File: src/rtl/uart_rx_sched.sv
// Receive-side scheduler for the UART receiver: detects completed frames from the
// receiver's done level, buffers bytes in a show-ahead FIFO and tracks overrun/count.
module uart_rx_sched #(
  parameter int DEPTH = 8,
  parameter int AW    = $clog2(DEPTH)
) (
  input  logic          s_clk,
  input  logic          rst,
  input  logic          rx_en,
  input  logic          rx_done_i,
  input  logic [7:0]    rx_data_i,
  output logic [7:0]    m_data,
  output logic          m_valid,
  input  logic          m_ready,
  output logic [AW:0]   level,
  output logic          full,
  output logic          overrun,
  input  logic          ovr_clr,
  output logic [15:0]   byte_cnt
);

  localparam logic [1:0] ST_DISARMED = 2'd0;
  localparam logic [1:0] ST_ARMED    = 2'd1;
  localparam logic [1:0] ST_RECV     = 2'd2;

  logic [1:0]    state, state_next;
  logic [AW-1:0] wr_ptr, rd_ptr;
  logic [AW:0]   level_next;
  logic [7:0]    mem [DEPTH];
  logic          capture, push, pop, drop;

  // A capture is the receiver's done level rising while a frame is in progress.
  assign capture = rx_en && (state == ST_RECV) && rx_done_i;
  assign m_valid = (level != '0);
  assign pop     = m_valid && m_ready;
  assign push    = capture && (!full || pop);
  assign drop    = capture && full && !pop;

  // NOTE: every signal assigned in always_comb gets a default first so no latch is inferred.
  always_comb begin
    state_next = state;
    if (!rx_en) begin
      state_next = ST_DISARMED;
    end else begin
      case (state)
        ST_DISARMED: if (rx_done_i)  state_next = ST_ARMED;
        ST_ARMED:    if (!rx_done_i) state_next = ST_RECV;
        ST_RECV:     if (rx_done_i)  state_next = ST_ARMED;
        default:                     state_next = ST_DISARMED;
      endcase
    end
  end

  always_comb begin
    level_next = level;
    if (push && !pop)      level_next = level + 1'b1;
    else if (pop && !push) level_next = level - 1'b1;
  end

  // NOTE: registered state uses non-blocking assignments so every flop samples pre-edge values.
  always_ff @(posedge s_clk or posedge rst) begin
    if (rst) begin
      state    <= ST_DISARMED;
      wr_ptr   <= '0;
      rd_ptr   <= '0;
      level    <= '0;
      full     <= 1'b0;
      overrun  <= 1'b0;
      byte_cnt <= 16'h0000;
    end else begin
      state <= state_next;
      level <= level_next;
      full  <= (level_next == (AW+1)'(DEPTH));
      if (push) begin
        wr_ptr   <= wr_ptr + 1'b1;
        byte_cnt <= byte_cnt + 16'h0001;
      end
      if (pop) rd_ptr <= rd_ptr + 1'b1;
      if (drop)         overrun <= 1'b1;
      else if (ovr_clr) overrun <= 1'b0;
    end
  end

  // NOTE: storage is not reset; entries are only observable through m_valid-gated reads.
  always_ff @(posedge s_clk) begin
    if (push) mem[wr_ptr] <= rx_data_i;
  end

  // Empty FIFO presents zero rather than a stale or undefined entry.
  assign m_data = m_valid ? mem[rd_ptr] : 8'h00;

endmodule
File: config.mk
export PLATFORM = sky130hd
export DESIGN_NAME = uart_rx_sched
export DESIGN_NICKNAME = d
export VERILOG_FILES = /design/src/rtl/uart_rx_sched.sv
export SDC_FILE = /design/constraint.sdc
export NUM_CORES = 1
export LEC_CHECK = 0
export BUFFER_PORTS_ARGS = -buffer_cell sky130_fd_sc_hd__buf_4
export CELL_PAD_IN_SITES_DETAIL_PLACEMENT = 1
export CELL_PAD_IN_SITES_GLOBAL_PLACEMENT = 1
export CORE_MARGIN = 2
export CORE_UTILIZATION = 41
export DETAILED_ROUTE_END_ITERATION = 10
export GPL_TIMING_DRIVEN = 0
export PLACE_DENSITY = 0.66
export SYNTH_ARGS = -nofsm -noshare
export SYNTH_HDL_FRONTEND = slang
export SYNTH_SLANG_ARGS = --single-unit
export TNS_END_PERCENT = 5
File: constraint.sdc
create_clock -name s_clk -period 3.3 [get_ports s_clk]
set_input_delay 0.495 -clock s_clk [delete_from_list [all_inputs] [get_ports s_clk]]
set_output_delay 0.495 -clock s_clk [all_outputs]
set_load 0.05 [all_outputs]
==> impl_metrics.toml <==
[clocking]
insertion_delay_ns = 0.36
cts_sinks = 94
h-tree-depth = 3
cts_tree = "built"
clk_path_buf_depth = 2
cts_root_buf = "clkbuf_8"
cts_resized = 0
clk_pin_slew_ns = 0.09
postCtsSetupRepairBufs = 0
cts_made_buffers = 9
ctsHoldBuffers = 0

[route]
dr_total_vias = 2158
wire_per_inst_um = 19.0
drt_wl_total_mm = 7.81
drtIter0Drc = 88
drt_pre_antenna_iters = 5
drc_errors = 0
drtAntennaViolNets = 0
viasPerCell = 5.24

[sta]
slew_violations = 0
rsz0062_at_grt = "yes"
period_needed_ns = 3.17
fmaxAchievable_ghz = 0.316
hold_slack_ns = 0.303
hold_viol_final = 0
min_period_over_period_pct = 95.9
tightestPinTransition_ns = 1.14
max-slew-margin-rel_pct = 23.6
worst_slack_ns = 0.134
clock_skew_ns = 0.0114
setup_viol = 0

[setup_path]
cp.required_ns = 2.80
cp-endpoint = "m_data[1]"
worstReg2RegEnd = "mem[6][0]"
crit_path_end_kind = "output port"
crit_path_start_kind = "flop"
critical_path_peak_fanout = 10
rr_worst_depth = 8
cp.arrival_ns = 2.67
r2r_slack_ns = 0.27
r2r_start = "level[1]"
cp-startpoint = "rd_ptr[1]"
critPathKind = "flop to output port"

[place]
dp_slack_ns = 0.158
routabilityCongestion = 0.712
dp.cells = 396
dp_hpwl_mm = 5.12
numPortBuffers = 44

[grt]
grt.total_usage_pct = 16.5
grt_pass1_wl_mm = 12.4
grt_start_max_net_pins = 31
antenna_found_initial = 0
gr-total-overflow = 0
grt_pass1_vias = 2219

[synth]
synth_top_family_by_area = "multiplexers"
syn_area_um2 = 3880
synth_top_area_share_pct = 49.5
yosysUniqueCellTypes = 40
synthArstFlopShare_pct = 31.9
synth_mux_area_share_pct = 11.4
avgSynthCellArea_um2 = 16.2
syn_nets = 259
synthAdderAreaFrac_pct = 1.61
synthXorXnorAreaFrac_pct = 5.19
yosysTopAreaCell = "edfxtp_1"
synth.ff_latch_count = 94
ys.flop_type = "edfxtp_1"
yosys-top-cells-area = "edfxtp_1 50%, dfrtp_1 19%, mux4_2 9.3%, xnor2_1 5.0%, nand2_1 2.5%"
ys_warn_count = 0
synth_cells = 240
synth_edf_count = 64
synth_compound_area_share_pct = 2.19
seq_area_frac_synth_pct = 68.9
synth-simple-area-share_pct = 9.23

[floorplan]
core_region_area_um2 = 9200
die_area_um2 = 10300
die_w_um = 101
chipHeight_um = 101
rows = 35
ios = 45
start_util_pct = 42.2

[layout]
areaGrowthSynthToFinish_pct = 19.1
instances_no_fill = 412
drive_gt1_share_pct = 30.9
seq_area_um2 = 2670
fillers = 914
nNetsFinal = 315
multi_input_area_um2 = 1190
num_antenna_cells = 0
final_util_pct = 50.2

[flow_run]
max_cap_violations = 0

[worst_hold_path]
hold_class = "input port to flop"

[pwr]
p_leak_nw = 1.72
ir_drop_uv = 285
powerDensity_nw_per_um2 = 803

[run_status]
status = "finished, final reports clean"
## per-stage QoR
step	instance area (µm²)	power [W]	TNS (ns)
after floorplan	3880	0.00250	0
after global placement	4350	0.00288	-7.14
after detailed placement	4390	0.00291	0
after CTS	4610	0.00375	0
after global routing	4620	0.00389	-0.0648
final	4620	0.00371	0
## where the power goes
part | switching [W] | internal, W
registers | 0.000119 | 0.00134
clock network | 0.000410 | 0.000433
logic | 0.000885 | 0.000528
## synth_stat cells, types with 5 or more instances
library cell  number
dfrtp_1           30
nor3_1             5
edfxtp_1          64
mux2i_1            8
inv_1              5
nand2_1           26
nand3_1            6
mux4_2            16
ha_1               5
xnor2_1           22
nor2_1            13
## cells by family after synthesis
logic type,after synthesis
compound gates,12
xor+xnor,23
fa+ha+maj,5
buf+inv,14
flops,94
mux,24
simple gates,68
## cell usage in the layout, fill, tap and decap left out, drive strengths merged, types with 7 or more instances in the layout
cell type  Yosys  routed
nor2          13      13
mux4          16      16
dfrtp         30      30
mux2i          8       8
xnor2         22      22
buf            6      51
clkbuf         2      12
edfxtp        64      64
nand2         26      26
inv            6       7
## state kept, by name (all words and copies together), names as in the netlist
register / cells
wr_ptr: 3
mem: 64
overrun: 1
state: 2
full: 1
level: 4
rd_ptr: 3
byte_cnt: 16
## metal layers
metal	part of all wire, %	up-vias	global-route usage, %
li1	-	1006	-
met1	51	1098	24.7
met5	0	-	0
met4	1.9	0	6.96
met3	3.1	12	2.62
met2	44	42	24.1
## final cells by class
type / instances / area share (%)
Buffer: 8 / 0.732
Clock buffer: 10 / 2.76
Inverter: 6 / 0.542
Timing Repair Buffer: 45 / 7.32
Tap cell: 111 / 3.01
Multi-Input combinational cell: 132 / 25.7
Clock inverter: 6 / 2.03
Sequential cell: 94 / 57.9
## critical path, stage by stage, from the launching register on
cell,delay [ns]
dfrtp_1,0.36
buf_1,0.47
clkbuf_1,0.60
mux4_2,0.41
mux2i_1,0.21
nor2_1,0.06
buf_4,0.21
## how the worst min path moves through the flow
| stage | from | endpoint | slack (ns) | cells after the start |
|---|---|---|---|---|
| 2_1_floorplan | state[0] | state[0] | 0.45 | 1 |
| 3_3_place_gp | byte_cnt[15] | byte_cnt[15] | 0.47 | 1 |
| 3_5_place_dp | byte_cnt[15] | byte_cnt[15] | 0.47 | 1 |
| 4_1_cts | rx_done_i | state[1] | 0.29 | 2 |
| 5_1_grt | rx_done_i | state[1] | 0.30 | 2 |
| 6_report | rx_done_i | state[1] | 0.30 | 2 |
Power figures use the tool's default switching activity.
